[config.mk]
export PLATFORM = sky130hd
export DESIGN_NAME = afe_emulator
export DESIGN_NICKNAME = d
export VERILOG_FILES = /design/src/rtl/afe_pkg.sv /design/src/rtl/afe_emulator_wave.sv /design/src/rtl/afe_emulator.sv
export SDC_FILE = /design/constraint.sdc
export NUM_CORES = 1
export LEC_CHECK = 0
export ABC_AREA = 1
export CAP_MARGIN = 20
export CORE_ASPECT_RATIO = 0.5
export CORE_MARGIN = 3
export CORE_UTILIZATION = 45
export CTS_BUF_LIST = sky130_fd_sc_hd__clkbuf_8 sky130_fd_sc_hd__clkbuf_16
export DETAILED_ROUTE_END_ITERATION = 16
export PLACE_DENSITY = 0.73
export SYNTH_ARGS = -nofsm -noshare
export SYNTH_HDL_FRONTEND = slang
export SYNTH_HIERARCHICAL = 1
export SYNTH_SLANG_ARGS = --single-unit
[constraint.sdc]
create_clock -name CLK -period 17.65 [get_ports CLK]
set_input_delay 1.765 -clock CLK [delete_from_list [all_inputs] [get_ports CLK]]
set_output_delay 1.765 -clock CLK [all_outputs]
set_load 0.05 [all_outputs]
[src/rtl/afe_pkg.sv]
// Shared parameters, types and arithmetic helpers for the pulse-oximeter AFE model.
package afe_pkg;

    localparam int RED_DC_DEF     = 16;
    localparam int RED_AC_DEF     = 24;
    localparam int IR_DC_DEF      = 20;
    localparam int IR_AC_DEF      = 32;
    localparam int COMP_STEP_DEF  = 2;
    localparam int SAMPLE_DIV_DEF = 16;
    localparam int SETTLE_CYC_DEF = 8;
    localparam int BEAT_DIV_DEF   = 64;

    localparam int PHOTO_W = 13;
    localparam int DIFF_W  = 14;
    localparam int AMP_W   = 19;
    localparam int PHASE_W = 9;

    localparam logic [7:0]              ADC_MID  = 8'd128;
    localparam logic signed [AMP_W-1:0] AMP_BIAS = 19'sd128;
    localparam logic signed [AMP_W-1:0] AMP_ZERO = 19'sd0;
    localparam logic signed [AMP_W-1:0] AMP_TOP  = 19'sd255;

    typedef enum logic [0:0] {
        SETTLE = 1'b0,
        TRACK  = 1'b1
    } afe_state_e;

    typedef struct packed {
        logic       led_red;
        logic       led_ir;
        logic [3:0] drive;
        logic [6:0] dc_comp;
        logic [3:0] gain;
    } afe_cfg_t;

    // Photocurrent of one LED: DC level scaled by drive plus the scaled pulsatile part.
    function automatic logic [PHOTO_W-1:0] led_term(input logic [7:0] dc,
                                                    input logic [7:0] ac,
                                                    input logic [3:0] drive,
                                                    input logic [7:0] tri_v);
        logic [PHOTO_W-1:0] dc_prod;
        logic [15:0]        ac_prod;
        dc_prod = PHOTO_W'(dc) * PHOTO_W'(drive);
        ac_prod = 16'(ac) * 16'(tri_v);
        return dc_prod + PHOTO_W'(ac_prod[15:8]);
    endfunction

    // Re-centre the amplified signal on mid-scale and saturate to the 8-bit ADC range.
    function automatic logic [7:0] clamp_code(input logic signed [AMP_W-1:0] amp);
        logic signed [AMP_W-1:0] biased;
        logic [7:0]              code;
        biased = amp + AMP_BIAS;
        if (biased < AMP_ZERO) begin
            code = 8'd0;
        end else if (biased > AMP_TOP) begin
            code = 8'd255;
        end else begin
            code = biased[7:0];
        end
        return code;
    endfunction

endpackage

[src/rtl/afe_emulator_wave.sv]
// Heartbeat waveform source: slow phase counter folded into a 0..255 triangle.
module ppg_wave_gen
    import afe_pkg::*;
#(
    parameter int BEAT_DIV = BEAT_DIV_DEF
) (
    input  logic       CLK,
    input  logic       rst,
    output logic [7:0] tri_level
);

    localparam int              BW        = (BEAT_DIV > 1) ? $clog2(BEAT_DIV) : 1;
    localparam logic [BW-1:0]   BEAT_LAST = BW'(BEAT_DIV - 1);
    localparam logic [BW-1:0]   BEAT_ONE  = BW'(1);

    logic [BW-1:0]      beat_cnt_r;
    logic [PHASE_W-1:0] phase_r;
    logic [7:0]         tri_s;

    // Beat prescaler and phase counter; the phase wraps 511 -> 0 naturally.
    always_ff @(posedge CLK or posedge rst) begin
        if (rst) begin
            beat_cnt_r <= '0;
            phase_r    <= '0;
        end else if (beat_cnt_r == BEAT_LAST) begin
            beat_cnt_r <= '0;
            phase_r    <= phase_r + 9'd1;
        end else begin
            beat_cnt_r <= beat_cnt_r + BEAT_ONE;
        end
    end

    // Rising half follows the phase, falling half mirrors it.
    always_comb begin
        tri_s = 8'd0;
        if (phase_r[8]) begin
            tri_s = ~phase_r[7:0];
        end else begin
            tri_s = phase_r[7:0];
        end
    end

    assign tri_level = tri_s;

endmodule

[src/rtl/afe_emulator.sv]
// Closed-loop stand-in for the pulse-oximeter analog front end: turns LED/gain/
// compensation settings into an 8-bit sample stream, blanking samples while settling.
module afe_emulator
    import afe_pkg::*;
#(
    parameter int RED_DC     = RED_DC_DEF,
    parameter int RED_AC     = RED_AC_DEF,
    parameter int IR_DC      = IR_DC_DEF,
    parameter int IR_AC      = IR_AC_DEF,
    parameter int COMP_STEP  = COMP_STEP_DEF,
    parameter int SAMPLE_DIV = SAMPLE_DIV_DEF,
    parameter int SETTLE_CYC = SETTLE_CYC_DEF,
    parameter int BEAT_DIV   = BEAT_DIV_DEF
) (
    input  logic       CLK,
    input  logic       rst,
    input  logic       LED_RED,
    input  logic       LED_IR,
    input  logic [3:0] LED_DRIVE,
    input  logic [6:0] DC_Comp,
    input  logic [3:0] PGA_Gain,
    output logic [7:0] ADC,
    output logic       ADC_valid
);

    localparam logic [7:0]         RED_DC_B    = 8'(RED_DC);
    localparam logic [7:0]         RED_AC_B    = 8'(RED_AC);
    localparam logic [7:0]         IR_DC_B     = 8'(IR_DC);
    localparam logic [7:0]         IR_AC_B     = 8'(IR_AC);
    localparam logic [PHOTO_W-1:0] COMP_STEP_B = PHOTO_W'(COMP_STEP);

    localparam int              SMP_W    = (SAMPLE_DIV > 1) ? $clog2(SAMPLE_DIV) : 1;
    localparam logic [SMP_W-1:0] SMP_LAST = SMP_W'(SAMPLE_DIV - 1);
    localparam logic [SMP_W-1:0] SMP_ONE  = SMP_W'(1);

    localparam int              SET_W       = $clog2(SETTLE_CYC + 1) + 1;
    localparam logic [SET_W-1:0] SETTLE_INIT = SET_W'(SETTLE_CYC);
    localparam logic [SET_W-1:0] SET_ONE     = SET_W'(1);

    afe_cfg_t                 cfg_in_s;
    afe_cfg_t                 cfg_r;
    afe_state_e               state_r;
    logic [SET_W-1:0]         settle_cnt_r;
    logic [SMP_W-1:0]         sample_cnt_r;
    logic [7:0]               adc_r;
    logic                     adc_valid_r;

    logic [7:0]               tri_s;
    logic                     change_s;
    logic                     tick_s;
    logic                     accept_s;
    logic [PHOTO_W-1:0]       red_s;
    logic [PHOTO_W-1:0]       ir_s;
    logic [PHOTO_W-1:0]       photo_s;
    logic [PHOTO_W-1:0]       comp_s;
    logic [4:0]               gain_s;
    logic signed [DIFF_W-1:0] diff_s;
    logic signed [AMP_W-1:0]  amp_s;
    logic [7:0]               code_s;

    ppg_wave_gen #(
        .BEAT_DIV (BEAT_DIV)
    ) u_wave (
        .CLK       (CLK),
        .rst       (rst),
        .tri_level (tri_s)
    );

    // Signal chain, always computed from the captured configuration.
    always_comb begin
        cfg_in_s.led_red = LED_RED;
        cfg_in_s.led_ir  = LED_IR;
        cfg_in_s.drive   = LED_DRIVE;
        cfg_in_s.dc_comp = DC_Comp;
        cfg_in_s.gain    = PGA_Gain;

        change_s = (cfg_in_s != cfg_r);
        tick_s   = (sample_cnt_r == SMP_LAST);

        red_s = 13'd0;
        if (cfg_r.led_red) begin
            red_s = led_term(RED_DC_B, RED_AC_B, cfg_r.drive, tri_s);
        end else begin
            red_s = 13'd0;
        end

        ir_s = 13'd0;
        if (cfg_r.led_ir) begin
            ir_s = led_term(IR_DC_B, IR_AC_B, cfg_r.drive, tri_s);
        end else begin
            ir_s = 13'd0;
        end

        photo_s = red_s + ir_s;
        comp_s  = PHOTO_W'(cfg_r.dc_comp) * COMP_STEP_B;
        diff_s  = $signed({1'b0, photo_s}) - $signed({1'b0, comp_s});
        gain_s  = {1'b0, cfg_r.gain} + 5'd1;
        amp_s   = AMP_W'(diff_s) * $signed(AMP_W'(gain_s));
        code_s  = clamp_code(amp_s);

        // A change on the same edge as a tick wins: the sample is dropped.
        accept_s = tick_s && (state_r == TRACK) && !change_s;
    end

    // Configuration capture register.
    always_ff @(posedge CLK or posedge rst) begin
        if (rst) begin
            cfg_r <= '0;
        end else begin
            cfg_r <= cfg_in_s;
        end
    end

    // Free-running conversion timer, deliberately untouched by configuration changes.
    always_ff @(posedge CLK or posedge rst) begin
        if (rst) begin
            sample_cnt_r <= '0;
        end else if (tick_s) begin
            sample_cnt_r <= '0;
        end else begin
            sample_cnt_r <= sample_cnt_r + SMP_ONE;
        end
    end

    // Settle/track control; any change restarts the full settle window.
    always_ff @(posedge CLK or posedge rst) begin
        if (rst) begin
            state_r      <= SETTLE;
            settle_cnt_r <= SETTLE_INIT;
        end else if (change_s) begin
            state_r      <= SETTLE;
            settle_cnt_r <= SETTLE_INIT;
        end else begin
            case (state_r)
                SETTLE: begin
                    if (settle_cnt_r > SET_ONE) begin
                        settle_cnt_r <= settle_cnt_r - SET_ONE;
                    end else begin
                        settle_cnt_r <= '0;
                        state_r      <= TRACK;
                    end
                end
                TRACK: begin
                    state_r      <= TRACK;
                    settle_cnt_r <= '0;
                end
                default: begin
                    state_r      <= SETTLE;
                    settle_cnt_r <= SETTLE_INIT;
                end
            endcase
        end
    end

    // Sample register: updates only on accepted ticks and holds otherwise.
    always_ff @(posedge CLK or posedge rst) begin
        if (rst) begin
            adc_r       <= ADC_MID;
            adc_valid_r <= 1'b0;
        end else begin
            adc_valid_r <= accept_s;
            if (accept_s) begin
                adc_r <= code_s;
            end
        end
    end

    assign ADC       = adc_r;
    assign ADC_valid = adc_valid_r;

endmodule

==> results by group, run 1 <==
Setup path
  • Top cell by count, worst path: sky130_fd_sc_hd__nand2_1
  • Crit-path slowest cell: sky130_fd_sc_hd__dfrtp_1
  • Critical path's largest stage delay: 0.59 ns
  • Data required, critical path: 17.89 ns
  • Critical path class: register to register
  • Crit path DAT: a little under 9 ns
  • Setup crit end kind: register
  • Peak fanout along the critical path: 10
  • Type of element launching the critical path: register
  • Worst-case register-to-register setup slack: 9.24 ns

Global route
  • Vias in the first global route: 5156
  • First-pass GRT wire length: 23500 µm
  • Initial antenna violation count: 0
  • Met2 demand-to-capacity share in global routing: 28.7%
  • Met3 layer usage reported by global route: under 10%
  • All-Layer GR Usage: 17.5%
  • Global-route met1 utilization: 24.5%
  • Pin count of the biggest net entering global routing: 37
  • Total global routing overflow: 0
  • Busiest grt layer: met2

Logic synthesis
  • #FFs+latches synth: 51
  • Top post-synthesis cells by count: 198 x sky130_fd_sc_hd__nand2_1, 157 x sky130_fd_sc_hd__inv_1, 94 x sky130_fd_sc_hd__nor2_1
  • Register area share after synthesis: 19.7%
  • Most frequent cell after synthesis: sky130_fd_sc_hd__nand2_1
  • Syn nets: ~1000
  • Cell type contributing the most total cell area after synthesis: sky130_fd_sc_hd__dfrtp_1
  • XOR/XNOR Fraction of Synth Area: 7.81%
  • Primary FF master, synth: sky130_fd_sc_hd__dfrtp_1
  • Main area contributors after synthesis: sky130_fd_sc_hd__dfrtp_1 19%, sky130_fd_sc_hd__ha_1 16%, sky130_fd_sc_hd__fa_1 14%, sky130_fd_sc_hd__nand2_1 11%, sky130_fd_sc_hd__inv_1 9.1%
  • Post-synthesis mux area share: 0%
  • Share of flip-flops with an asynchronous set or reset: 100%
  • Combinational family with the most area after synthesis: adder cells
  • Post-synthesis cell type count: 40
  • Number of cells produced by synthesis: 861
  • Fraction of the mapped netlist area in simple logic gates: 27.2%
  • EDFF count, synth: 0
  • Synth warnings: 6
  • Adder-Cell Fraction of Synth Area: 30.6%
  • Compound-gate portion of the synthesized area: under 10%
  • Area share of the largest cell type after synthesis: around a fifth
  • Cell area after synthesis: 6500 µm²
  • Post-synthesis area per instance: 7.55 µm²

Cells and area
  • Finished Core Util: 51.5%
  • Proportion of layout cells with a drive suffix above 1: 5.62%
  • Area occupied by multi-input gates: 4580 µm²
  • Final net count: 1038
  • Fillers: around 1300
  • Post-synthesis to final-layout area growth: 9.66%
  • Number of antenna cells inserted: 0
  • Post-route cell area: 7130 µm²
  • Storage element area: 1280 µm²

Floorplan
  • I/O pin total: 28
  • Die Wd: 176 µm
  • Die area: 16000 µm²
  • Core ar.: 13900 µm²
  • Initial core utilization: 47.0%
  • Die Y-Extent: around 91 µm
  • Row cnt: 30

Power
  • Pleak: 3.89 nW
  • Switching power as a share of total power: 54.6%
  • Internal power component: 0.000479 W
  • Share of total power in the clock network: 9.8%
  • Max rail drop VDD: 0.0000777 V
  • P per Cell Area: 148 nW/µm²
  • Overall power: 0.00105 W
  • Fraction of power consumed by sequential logic: 11.6%
  • Logic pwr share: between 70% and 80%
  • Net Switching: 0.000575 W

Timing
  • PnR worst setup slack: 9.24 ns
  • Max-slew violation count: 0
  • Hold Vio Cnt, Final: 0
  • FMAX: 119 MHz
  • Final total negative setup slack: 0 ns
  • Worst slew margin: between 50% and 60%
  • Final number of setup-violating endpoints: 0
  • Final clock skew: 0.0104 ns
  • Period minus WS final: 8.41 ns
  • Actual slew at the worst max-slew pin: 0.599 ns
  • Share of the clock period used by the worst path: 47.6%
  • Setup repair after global routing missed its margin: false

Placement
  • Port Buffer Count: 27
  • Worst-case setup slack after placement: 9.31 ns
  • DP HPWL: roughly 11000 µm
  • Placer congestion estimate: 0.865
  • Post-detailed-placement cell area: 6980 µm²

Clock tree
  • TritonCTS clock tree: built
  • Buffer cell driving the clock tree root: sky130_fd_sc_hd__clkbuf_16
  • CTS Buf Count: 5
  • Total of cells resized after clock tree synthesis: 0
  • H-tree depth: 2
  • Clock-pin slew reported for the worst setup and hold paths after clock tree synthesis: 0.08 ns
  • Setup bufs post-CTS: 0
  • Largest buffer count on any clock path: 2
  • Clock tree sinks: ~50
  • Hold-fix buffers at CTS: 0
  • Later-pin clock latency in the skew report: around 0.30 ns

Route
  • Via/cell ratio: roughly 5
  • Detailed router's first-iteration violation count: about 410
  • First-pass DRT Iterations: 4
  • Average routed wire per standard cell: 12.3 µm
  • Wire length after detailed routing: 13300 µm
  • Drt drc: 0
  • Via Count: 5258
  • Number of antenna-violating nets in the routed design: 0

Min path
  • Path class of the lowest-slack min-delay path: register to register

Run
  • Maxcap violations: 0

Run status
  • Result of the run: completed
-- cell families after synthesis --
family	Yosys count
compound gates	56
xor+xnor	55
fa+ha+maj	131
buf+inv	168
flops	51
simple gates	400
-- cells in the final DEF, fill, tap and decap left out, types with 20 or more instances in the layout --
cell type,netlist,layout
sky130_fd_sc_hd__nand3_1,45,45
sky130_fd_sc_hd__nand4_1,20,20
sky130_fd_sc_hd__xnor2_1,22,22
sky130_fd_sc_hd__clkdlybuf4s50_1,0,27
sky130_fd_sc_hd__inv_1,157,157
sky130_fd_sc_hd__ha_1,84,84
sky130_fd_sc_hd__a21oi_1,29,29
sky130_fd_sc_hd__nor2_1,94,94
sky130_fd_sc_hd__dfrtp_1,49,49
sky130_fd_sc_hd__xor2_1,31,31
sky130_fd_sc_hd__fa_1,47,47
sky130_fd_sc_hd__nand2_1,198,198
-- cell type report --
| class | count | area share (%) |
|---|---|---|
| clock buffer | 5 | 1.75 |
| clock inverter | 3 | 0.404 |
| inverter | 160 | 8.42 |
| multi-input combinational | 642 | 64.2 |
| sequential | 51 | 17.9 |
| tap | 192 | 3.37 |
| timing repair buffer | 28 | 3.89 |
-- path summary, 6_finish.rpt --
check | start | endpoint | cells after the start
min in group asynchronous | rst | u_wave/beat_cnt_r[4] | 2
min | u_wave/beat_cnt_r[0] | u_wave/beat_cnt_r[0] | 1
max in group asynchronous | rst | ADC[7] | 3
min reg2reg | u_wave/beat_cnt_r[0] | u_wave/beat_cnt_r[0] | 1
max | u_wave/phase_r[8] | ADC[2] | 45
max reg2reg | u_wave/phase_r[8] | ADC[2] | 45
-- critical path: cells and delay by family (launching register included) --
kind / cells / cell delay [ns]
adder cells (fa/ha/maj): 10 / 3.69
AND/OR/NAND/NOR: 21 / 2.43
AO/OA/AOI/OAI: 4 / 0.67
flip-flops: 1 / 0.59
buffers and inverters: 8 / 0.55
XOR/XNOR: 2 / 0.42
-- metal layers --
metal  share of wire [%]  wire length (µm)  up-vias
li1                    -                 -     2737
met3                 2.3               305       12
met4                 1.3               174        0
met2                  47              6210       62
met1                  50              6600     2447
met5                   0                 0        -
-- per-stage QoR --
| stage | hold WS [ns] | std cells |
|---|---|---|
| floorplan | 0.430 | 861 |
| global placement | 0.450 | 1073 |
| detailed placement | 0.455 | 1073 |
| CTS | 0.467 | 1081 |
| global route | 0.495 | 1081 |
| finish | 0.465 | 1081 |
-- sequential cells by signal (all words and copies together), names as in the netlist --
signal	count
ADC	8
ADC_valid	1
cfg_r	17
sample_cnt_r	4
settle_cnt_r	5
state_r	1
u_wave/beat_cnt_r	6
u_wave/phase_r	9
-- power groups by stage --
| stage | Clock [W] | Combinational, W | Sequential [W] |
|---|---|---|---|
| final | 0.000103 | 0.000828 | 0.000122 |
| after global placement | 0 | 0.000804 | 0.000124 |
| after detailed placement | 0 | 0.000812 | 0.000124 |
| after CTS | 0.000106 | 0.000823 | 0.000122 |
| after global routing | 0.000111 | 0.000977 | 0.000123 |
| after floorplan | 0 | 0.000653 | 0.000123 |
Power figures use the tool's default switching activity.
==> run 2, diff against run 1 <==
clock period = 7.8 ns   (was 17.65 ns; I/O delays follow)
==> results by group, run 2 (synthesized netlist as in run 1, its figures left out) <==
Run status
  • Result of the run: completed

Route
  • Via/cell ratio: 5.05
  • Number of antenna-violating nets in the routed design: 0
  • Detailed router's first-iteration violation count: 342
  • Average routed wire per standard cell: between 10 and 15 µm
  • Via Count: 5740
  • First-pass DRT Iterations: 5
  • Wire length after detailed routing: ~15000 µm
  • Drt drc: 0

Floorplan
  • Row cnt: 30
  • Die Y-Extent: 91.0 µm
  • I/O pin total: 28
  • Die Wd: ~180 µm
  • Core ar.: around 14000 µm²
  • Die area: 16000 µm²
  • Initial core utilization: 47.0%

Timing
  • Worst slew margin: 62.0%
  • Max-slew violation count: 0
  • Hold Vio Cnt, Final: 0
  • FMAX: 129 MHz
  • Setup repair after global routing missed its margin: true
  • Minimum hold slack: 0.459 ns
  • Actual slew at the worst max-slew pin: between 0.5 and 0.6 ns
  • Period minus WS final: a little under 8 ns
  • Final total negative setup slack: 0 ns
  • Final number of setup-violating endpoints: 0
  • Final clock skew: 0.0136 ns
  • Share of the clock period used by the worst path: 99.2%

Min path
  • Path class of the lowest-slack min-delay path: register to register

Setup path
  • Top cell by count, worst path: sky130_fd_sc_hd__nand2_1
  • Critical path's largest stage delay: around 0.6 ns
  • Worst reg2reg path endpoint: ADC[0]
  • Worst-case register-to-register setup slack: 0.06 ns
  • Setup crit end kind: register
  • Depth of the worst register-to-register path: 47
  • Data required, critical path: between 7 and 8 ns
  • Critical path endpoint: ADC[0]
  • Critical path class: register to register
  • Type of element launching the critical path: register
  • Worst Setup SP: u_wave/phase_r[8]
  • Peak fanout along the critical path: 8
  • Crit path DAT: slightly below 8 ns
  • Crit-path slowest cell: sky130_fd_sc_hd__fa_2
  • Worst reg2reg path startpoint: u_wave/phase_r[8]

Global route
  • First-pass GRT wire length: approximately 24000 µm
  • All-Layer GR Usage: 17.8%
  • Pin count of the biggest net entering global routing: 37
  • Initial antenna violation count: 0
  • Vias in the first global route: around 5600
  • Total global routing overflow: 0

Placement
  • DP HPWL: 11300 µm
  • Port Buffer Count: 27
  • Placer congestion estimate: 0.860
  • Placed cell count: 1119

Power
  • P per Cell Area: 433 nW/µm²
  • Pleak: 4.23 nW
  • Max rail drop VDD: 0.000270 V

Cells and area
  • Post-synthesis to final-layout area growth: 27.3%
  • Register with the most flip-flops: cfg_r
  • Final net count: 1094
  • Post-Layout Cell Count: 1137
  • Most common cell after layout, fill and taps aside: sky130_fd_sc_hd__nand2_1
  • Fillers: 1103
  • Number of flip-flops under the largest register name: 17
  • Number of antenna cells inserted: 0
  • Proportion of layout cells with a drive suffix above 1: 22.8%
  • Finished Core Util: between 50% and 60%
  • Commonest cells after routing, fill and taps aside: 173 x sky130_fd_sc_hd__nand2_1, 151 x sky130_fd_sc_hd__inv_1, 86 x sky130_fd_sc_hd__nor2_1, 56 x sky130_fd_sc_hd__buf_4, 53 x sky130_fd_sc_hd__ha_1

Clock tree
  • TritonCTS clock tree: built
  • Clock-pin slew reported for the worst setup and hold paths after clock tree synthesis: 0.07 ns
  • Clock tree sinks: 51
  • Later-pin clock latency in the skew report: approximately 0.30 ns
  • H-tree depth: 2
  • CTS Buf Count: 5
  • Largest buffer count on any clock path: 2
  • Buffer cell driving the clock tree root: sky130_fd_sc_hd__clkbuf_16

Run
  • Maxcap violations: 0
-- run 2: changes by cell type in the layout (fill, tap and decap cells not counted), sizes merged --
cell / before / now
buf: 1 / 57
bufinv: 0 / 1
clkinv: 2 / 0
clkinvlp: 0 / 1
-- run 2: final cells by class --
type                            instances  area [µm²]  area share [%]
Clock buffer                            5         125            1.51
Timing Repair Buffer                   84         702            8.48
Sequential cell                        51        1280            15.5
Tap cell                              192         240            2.90
Multi-Input combinational cell        642        5290            63.8
Clock inverter                          3        46.3           0.559
Inverter                              160         601            7.25
-- run 2: what timing repair did --
item | CTS | global route
hold buffers | 0 | 0
gates resized for setup | 26 | 105
setup buffers | 0 | 10
endpoints found under the setup margin | 8 | 8
hold endpoints to repair | 0 | 0
pin swaps | 9 | 89
-- run 2: how the worst min path moves through the flow --
stage | start | to | slack, ns | depth (start not counted)
final | settle_cnt_r[0] | settle_cnt_r[0] | 0.46 | 1
after global routing | u_wave/beat_cnt_r[0] | u_wave/beat_cnt_r[0] | 0.48 | 1
after CTS | u_wave/beat_cnt_r[0] | u_wave/beat_cnt_r[0] | 0.46 | 1
after detailed placement | u_wave/beat_cnt_r[0] | u_wave/beat_cnt_r[0] | 0.45 | 1
after global placement | settle_cnt_r[0] | settle_cnt_r[0] | 0.45 | 1
after floorplan | u_wave/beat_cnt_r[0] | u_wave/beat_cnt_r[0] | 0.43 | 1
-- run 2: through the flow --
step	setup slack [ns]	total power (W)	cell area, µm²
after floorplan	0.211	0.00176	6500
after CTS	0.00486	0.00287	7660
after global placement	-0.0857	0.00231	7320
final	0.0627	0.00359	8280
after detailed placement	-0.236	0.00235	7320
after global routing	-0.488	0.00390	8280
-- run 2: layer usage --
layer  share of wire [%]  vias to the layer above  wire length, µm  global-route usage, %
met5                   0                        -                0                      0
met4                 2.1                        0              327                   4.54
met3                 2.8                       34              434                   2.30
met2                  50                      111             7660                   32.0
met1                  45                     2748             7010                   22.8
li1                    -                     2847                -                      -
-- run 2: power by group --
part / switching [W] / internal, W / total, W
clock network: 0.000107 / 0.000153 / 0.000260
registers: 0.00000732 / 0.000269 / 0.000276
logic: 0.00169 / 0.00136 / 0.00305
-- run 2: worst max-delay path, delay by kind of cell (launching register included) --
kind                     cells  cell delay (ns)
AND/OR/NAND/NOR             27             2.34
XOR/XNOR                     3             0.66
buffers and inverters        3             0.22
AO/OA/AOI/OAI                5             0.75
adder cells (fa/ha/maj)      9             3.20
flip-flops                   1             0.46
==> run 3, diff against run 2 <==
--- a/config.mk
+++ b/config.mk
@@ -12,4 +12,5 @@
 export CORE_UTILIZATION = 45
 export CTS_BUF_LIST = sky130_fd_sc_hd__clkbuf_8 sky130_fd_sc_hd__clkbuf_16
+export CTS_CLUSTER_DIAMETER = 30
 export DETAILED_ROUTE_END_ITERATION = 16
 export PLACE_DENSITY = 0.73
==> constraint.sdc (replaced) <==
create_clock -name CLK -period 7.8 [get_ports CLK]
set_input_delay 1.56 -clock CLK [delete_from_list [all_inputs] [get_ports CLK]]
set_output_delay 1.56 -clock CLK [all_outputs]
set_load 0.05 [all_outputs]
==> results of run 3 <==
Same layout as run 2 (identical final DEF). Status: completed.
